### src/rtl/uart_pkg.sv
// rtl/uart_pkg.sv - shared types and helpers for the UART transmit path
//
// Purpose: frame FSM state encoding and the clocks-per-bit divisor helper
// used by the serializer top and its baud generator.
// Ports: none (package).

package uart_pkg;

  typedef enum logic [1:0] {
    IDLE,
    START,
    DATA,
    STOP
  } uart_state_t;

  // Integer divisor; any remainder is dropped, so the real baud rate runs
  // slightly fast when CLK_FREQ is not an exact multiple of BAUD.
  function automatic int clks_per_bit(input int freq, input int baud);
    return freq / baud;
  endfunction

endpackage

### src/rtl/uart_tx_serializer_if.sv
// rtl/uart_tx_serializer_if.sv - byte request / serial line bundle for the UART transmitter
//
// Purpose: groups the request handshake from the ADC control FSM together
// with the transmitter status and line outputs.
// Ports (signals):
//   data_in    [7:0] byte offered for transmission (master -> slave)
//   new_data         single-cycle request strobe   (master -> slave)
//   tx_busy          frame in progress             (slave -> master)
//   tx               serial line, idle high        (slave -> master)
//   frame_done       last cycle of last stop bit   (slave -> master)

interface uart_tx_serializer_if;

  logic [7:0] data_in;
  logic       new_data;
  logic       tx_busy;
  logic       tx;
  logic       frame_done;

  modport master (
    output data_in,
    output new_data,
    input  tx_busy,
    input  tx,
    input  frame_done
  );

  modport slave (
    input  data_in,
    input  new_data,
    output tx_busy,
    output tx,
    output frame_done
  );

endinterface

### src/rtl/uart_baud_gen.sv
// rtl/uart_baud_gen.sv - bit-period counter for the UART transmitter
//
// Purpose: counts 0..CLKS_PER_BIT-1 while enabled and flags the final count
// of each bit period. Held at zero whenever en is low, so the first enabled
// cycle always starts a fresh bit period.
// Ports:
//   clk       system clock
//   reset     synchronous, active-high
//   en        count enable (frame in progress)
//   tick      high in the last cycle of a bit period
//   pre_tick  high in the second-to-last cycle of a bit period; lets the
//             parent load registered outputs that must line up with tick

module uart_baud_gen #(
  parameter int CLKS_PER_BIT = 434
) (
  input  logic clk,
  input  logic reset,
  input  logic en,
  output logic tick,
  output logic pre_tick
);

  localparam int CNT_W = $clog2(CLKS_PER_BIT);
  localparam logic [CNT_W-1:0] CNT_LAST = CNT_W'(CLKS_PER_BIT - 1);
  localparam logic [CNT_W-1:0] CNT_PRE  = CNT_W'(CLKS_PER_BIT - 2);

  logic [CNT_W-1:0] cnt_q;
  logic [CNT_W-1:0] cnt_d;

  always_comb begin
    cnt_d = cnt_q;
    if (!en) begin
      cnt_d = '0;
    end else if (cnt_q == CNT_LAST) begin
      cnt_d = '0;
    end else begin
      cnt_d = cnt_q + 1'b1;
    end
  end

  always_ff @(posedge clk) begin
    if (reset) begin
      cnt_q <= '0;
    end else begin
      cnt_q <= cnt_d;
    end
  end

  assign tick     = en && (cnt_q == CNT_LAST);
  assign pre_tick = en && (cnt_q == CNT_PRE);

endmodule

### src/rtl/uart_tx_serializer.sv
// rtl/uart_tx_serializer.sv - 8N1/8N2 UART transmitter fed one byte per request strobe
//
// Purpose: accepts a byte when new_data is seen in IDLE and shifts it out
// LSB first as start bit, 8 data bits and STOP_BITS stop bits. Requests that
// arrive while a frame is in flight are dropped.
// Ports:
//   clk    system clock, rising edge
//   reset  synchronous, active-high; aborts any frame in progress
//   bus    slave side of uart_tx_serializer_if
//            data_in/new_data in, tx/tx_busy/frame_done out (all registered)
// Parameters:
//   CLK_FREQ, BAUD  clock and line rate in Hz / bit/s; CLK_FREQ/BAUD >= 2
//   STOP_BITS       1 or 2

module uart_tx_serializer
  import uart_pkg::*;
#(
  parameter int CLK_FREQ  = 50_000_000,
  parameter int BAUD      = 115_200,
  parameter int STOP_BITS = 1
) (
  input  logic                 clk,
  input  logic                 reset,
  uart_tx_serializer_if.slave  bus
);

  localparam int CLKS_PER_BIT = clks_per_bit(CLK_FREQ, BAUD);
  localparam logic STOP_LAST  = 1'(STOP_BITS - 1);

  uart_state_t state_q, state_d;
  logic [7:0]  shift_q, shift_d;
  logic [2:0]  bit_idx_q, bit_idx_d;
  logic        stop_cnt_q, stop_cnt_d;
  logic        tx_q, tx_d;
  logic        tx_busy_q, tx_busy_d;
  logic        frame_done_q, frame_done_d;

  logic        baud_en;
  logic        tick;
  logic        pre_tick;
  logic        last_stop;

  // Counter runs only while a frame is active, so entering START always
  // begins with a zeroed count.
  assign baud_en   = (state_q != IDLE);
  assign last_stop = (stop_cnt_q == STOP_LAST);

  uart_baud_gen #(
    .CLKS_PER_BIT (CLKS_PER_BIT)
  ) u_baud_gen (
    .clk      (clk),
    .reset    (reset),
    .en       (baud_en),
    .tick     (tick),
    .pre_tick (pre_tick)
  );

  always_comb begin
    state_d    = state_q;
    shift_d    = shift_q;
    bit_idx_d  = bit_idx_q;
    stop_cnt_d = stop_cnt_q;

    case (state_q)
      IDLE: begin
        if (bus.new_data) begin
          state_d    = START;
          shift_d    = bus.data_in;
          bit_idx_d  = 3'd0;
          stop_cnt_d = 1'b0;
        end
      end
      START: begin
        if (tick) begin
          state_d   = DATA;
          bit_idx_d = 3'd0;
        end
      end
      DATA: begin
        if (tick) begin
          shift_d = {1'b0, shift_q[7:1]};
          if (bit_idx_q == 3'd7) begin
            state_d    = STOP;
            stop_cnt_d = 1'b0;
          end else begin
            bit_idx_d = bit_idx_q + 3'd1;
          end
        end
      end
      STOP: begin
        if (tick) begin
          if (last_stop) begin
            state_d = IDLE;
          end else begin
            stop_cnt_d = stop_cnt_q + 1'b1;
          end
        end
      end
      default: state_d = IDLE;
    endcase

    // Outputs are derived from the next state so the registered line level
    // changes on the same edge as the state it belongs to.
    case (state_d)
      START:   tx_d = 1'b0;
      DATA:    tx_d = shift_d[0];
      default: tx_d = 1'b1;
    endcase
    tx_busy_d = (state_d != IDLE);

    // Loaded one cycle early so the pulse lands in the final stop cycle.
    frame_done_d = (state_q == STOP) && last_stop && pre_tick;
  end

  always_ff @(posedge clk) begin
    if (reset) begin
      state_q      <= IDLE;
      shift_q      <= 8'h00;
      bit_idx_q    <= 3'd0;
      stop_cnt_q   <= 1'b0;
      tx_q         <= 1'b1;
      tx_busy_q    <= 1'b0;
      frame_done_q <= 1'b0;
    end else begin
      state_q      <= state_d;
      shift_q      <= shift_d;
      bit_idx_q    <= bit_idx_d;
      stop_cnt_q   <= stop_cnt_d;
      tx_q         <= tx_d;
      tx_busy_q    <= tx_busy_d;
      frame_done_q <= frame_done_d;
    end
  end

  assign bus.tx         = tx_q;
  assign bus.tx_busy    = tx_busy_q;
  assign bus.frame_done = frame_done_q;

endmodule

### src/flat_wrapper.sv
// flat-port wrapper written by rule: the top's interface ports become plain ports
module uart_tx_serializer_flat import uart_pkg::*;
#(
  parameter int CLK_FREQ  = 50_000_000,
  parameter int BAUD      = 115_200,
  parameter int STOP_BITS = 1
)
  (clk, reset, bus_data_in, bus_new_data, bus_tx_busy, bus_tx, bus_frame_done);
  uart_tx_serializer_if bus_i ();
  input  logic clk;
  input  logic reset;
  input wire logic [$bits(bus_i.data_in)-1:0] bus_data_in;
  input wire logic [$bits(bus_i.new_data)-1:0] bus_new_data;
  output wire logic [$bits(bus_i.tx_busy)-1:0] bus_tx_busy;
  output wire logic [$bits(bus_i.tx)-1:0] bus_tx;
  output wire logic [$bits(bus_i.frame_done)-1:0] bus_frame_done;
  assign bus_i.data_in = bus_data_in;
  assign bus_i.new_data = bus_new_data;
  assign bus_tx_busy = bus_i.tx_busy;
  assign bus_tx = bus_i.tx;
  assign bus_frame_done = bus_i.frame_done;
  uart_tx_serializer #(.CLK_FREQ(CLK_FREQ), .BAUD(BAUD), .STOP_BITS(STOP_BITS)) u_core (.clk(clk), .reset(reset), .bus(bus_i));
endmodule
### config.mk
export PLATFORM = sky130hd
export DESIGN_NAME = uart_tx_serializer_flat
export DESIGN_NICKNAME = d
export VERILOG_FILES = /design/src/rtl/uart_pkg.sv /design/src/rtl/uart_tx_serializer_if.sv /design/src/rtl/uart_baud_gen.sv /design/src/rtl/uart_tx_serializer.sv /design/src/flat_wrapper.sv
export SDC_FILE = /design/constraint.sdc
export NUM_CORES = 1
export LEC_CHECK = 0
export CORE_ASPECT_RATIO = 0.7
export CORE_MARGIN = 2
export CORE_UTILIZATION = 29
export DETAILED_ROUTE_END_ITERATION = 16
export PLACE_DENSITY = 0.53
export SYNTH_ARGS = -nofsm -noshare
export SYNTH_HDL_FRONTEND = slang
export SYNTH_HIERARCHICAL = 1
export SYNTH_SLANG_ARGS = --single-unit
export TNS_END_PERCENT = 1
### constraint.sdc
create_clock -name clk -period 3 [get_ports clk]
set_input_delay 0.6 -clock clk [delete_from_list [all_inputs] [get_ports clk]]
set_output_delay 0.6 -clock clk [all_outputs]
set_load 0.03 [all_outputs]
==> flow_summary.json <==
{
  "outcome": "finished clean",
  "min_path_cells": 2,
  "path_class": "reg2reg",
  "worstPathRequired_ns": 3.18,
  "wl_met3_um": 125,
  "first_pass_iters": 5,
  "power.leakage_nw": 0.585,
  "synth-warning-count": 6,
  "whs_ns": 0.512,
  "critPathLaunchType": "flop",
  "die_y_um": 60.8,
  "avgRoutedWirePerCell_um": 12.8,
  "crit_family": "simple AND/OR/NAND/NOR gates",
  "die_x_um": 85.2,
  "routabilityCongestion": 0.758,
  "hold_viol": 0,
  "ios": 14,
  "regArea_um2": 500,
  "finalSetupViolCount": 0,
  "path_max_fanout": 4,
  "routed_wl_mm": 2.78,
  "post_cts_resized": 0,
  "rsz0062_at_grt": "no",
  "skew_ns": 0.0105,
  "antenna_cells": 0,
  "rows": 20,
  "numCtsBuffers": 3,
  "ys_ff_latch": 25,
  "clock_latency_ns": 0.27,
  "maxCapViolations": 0,
  "r2r-start": "u_core/u_baud_gen/cnt_q[3]",
  "r2r_cells": 8,
  "netlist_instances": 150,
  "slew_headroom": 0.611,
  "synthFlopType": "dfxtp_1",
  "vias": 1109,
  "place_area_um2": 1510,
  "core-area_um2": 4380,
  "max_freq_mhz": 456,
  "worst_r2r_endpoint": "u_core/bus.tx",
  "cts_buffer_depth": 2,
  "drive_above_1_share": 0.0920,
  "peakVddDrop_uv": 215,
  "vias_per_cell": 5.09,
  "syn_area_per_cell_um2": 8.93,
  "ant_nets": 0,
  "overflow": 0,
  "slowest_delay_ns": 0.57,
  "die_area_um2": 5180,
  "fin_setup_tns_ns": 0,
  "cts-root-buf": "clkbuf_8",
  "grt_max_degree": 29,
  "reg2reg_slack_ns": 0.81,
  "n_fill_cell": 454,
  "worstSetupEndpointType": "flop",
  "post_cts_buffers": 0,
  "track_usage": 0.111,
  "powerDensity_nw_per_um2": 408,
  "initial_core_util": 0.306,
  "syn-cell-area_um2": 1340,
  "wl_met1_mm": 1.32,
  "multi_input_area_um2": 751,
  "dr_wl_met2_mm": 1.33,
  "finalInstanceArea_um2": 1560,
  "cts_tree": "yes",
  "synth_cell_types": 38,
  "async_flop_share": 0,
  "max_slew.worst_pin.slew_ns": 0.582,
  "grt_pass1_wl_mm": 4.60,
  "ys_seq_area_frac": 0.374,
  "clock_sinks": 25,
  "cts_max_level": 1,
  "maxSlewViolCount": 0,
  "synth_nets": 168,
  "areaGrowthSynthToFinish_pct": 16.2,
  "io_buffers": 13,
  "path_depth": 8,
  "worstPathCellList": "or4b_4, nor2_1, and3_1, nand2_1, xor2_1, ha_1, nand2b_1, a41o_1",
  "crit_buf_inv": 0,
  "grt_pass1_vias": 1044,
  "drtIter0Drc": 63,
  "hp-class": "reg2reg",
  "arrival_ns": 2.37,
  "slowest_stage": "or4b_4",
  "fin_nets": 182,
  "post-route-period-util": 0.731,
  "top_layer_used": "met3",
  "ctsHoldBuffers": 0,
  "fin_util": 0.355,
  "drt_drc_violations_left": 0,
  "clkTransAtPathRegs_ns": 0.10,
  "hpwl_mm": 1.92,
  "holdPathEnd": "u_core/shift_q[7]",
  "synth_edf_count": 0,
  "post-route-min-period_ns": 2.19,
  "antenna_found_initial": 0,
  "min_from": "u_core/shift_q[7]"
}
## cells in the final DEF, fill, tap and decap left out, types with 4 or more instances in the layout
cell type / instances
nor2_1: 13
nand3_1: 4
nor3_1: 8
clkdlybuf4s50_1: 13
ha_1: 7
a21oi_1: 19
o21ai_0: 7
inv_1: 9
or3_1: 5
nand3b_1: 7
dfxtp_1: 25
## tightest hold or removal path, stage by stage (launching register included)
cell and delay (ns):
dfxtp_1 0.33, o21ai_0 0.07, a21oi_1 0.07
## synth_stat cells (all sizes together) (3+ instances only)
master	n	area, um2
nor2	13	48.8
or3b	6	52.6
and4b	3	30.0
nand2b	3	18.8
nor3	8	40.0
a21oi	19	95.1
and3	3	18.8
inv	9	33.8
nand3b	7	52.6
buf	5	36.3
o21ai	8	40.0
or3	5	31.3
dfxtp	25	500
nand3	4	20.0
ha	7	87.6
## power breakdown
group          internal (mW)  total [mW]  switching [mW]
sequential             0.344       0.351         0.00681
combinational         0.0388      0.0781          0.0393
clock                 0.0942       0.205           0.111
total                  0.477       0.635           0.157
## cell type report
cell class                 count  area share
timing repair buffer          16      0.0981
sequential                    25       0.322
tap                           55      0.0442
clock buffer                   3      0.0265
inverter                       9      0.0217
clock inverter                 1     0.00483
multi-input combinational    109       0.483
## how the worst max path moves through the flow
stage / from / end
global placement: bus_new_data / u_core/bus.tx
finish: u_core/u_baud_gen/cnt_q[3] / u_core/bus.tx
detailed placement: bus_new_data / u_core/bus.tx
CTS: u_core/u_baud_gen/cnt_q[3] / u_core/bus.tx
global route: u_core/u_baud_gen/cnt_q[3] / u_core/bus.tx
floorplan: u_core/u_baud_gen/cnt_q[3] / u_core/bus.tx
## flip-flops by register name (all words and copies together) (netlist names)
signal / count
u_core/bus.tx_busy: 1
u_core/bus.tx: 1
u_core/state_q: 2
u_core/bit_idx_q: 3
u_core/shift_q: 8
u_core/bus.frame_done: 1
u_core/u_baud_gen/cnt_q: 9
## logic make-up after synthesis
kind of cell | count (synthesis) | synth area share
flip-flops | 25 | 0.374
multiplexers | 1 | 0.00841
XOR/XNOR | 4 | 0.0262
buffers and inverters | 16 | 0.0654
AO/OA/AOI/OAI | 35 | 0.171
AND/OR/NAND/NOR | 62 | 0.290
adder cells (fa/ha/maj) | 7 | 0.0654
## metal layers
metal  global-route usage  vias up
li1                     -      561
met1                0.138      520
met2                0.190       28
met3               0.0327        0
met4               0.0385        0
met5                    0        -
## per-stage QoR
step                std cells  total power [mW]  worst slack, ns
detailed placement        214             0.437            0.642
global placement          214             0.434            0.762
CTS                       218             0.648            0.804
global route              218             0.674            0.677
finish                    218             0.635            0.808
floorplan                 150             0.408            0.734
No activity file was read; power rests on OpenSTA's default activity.
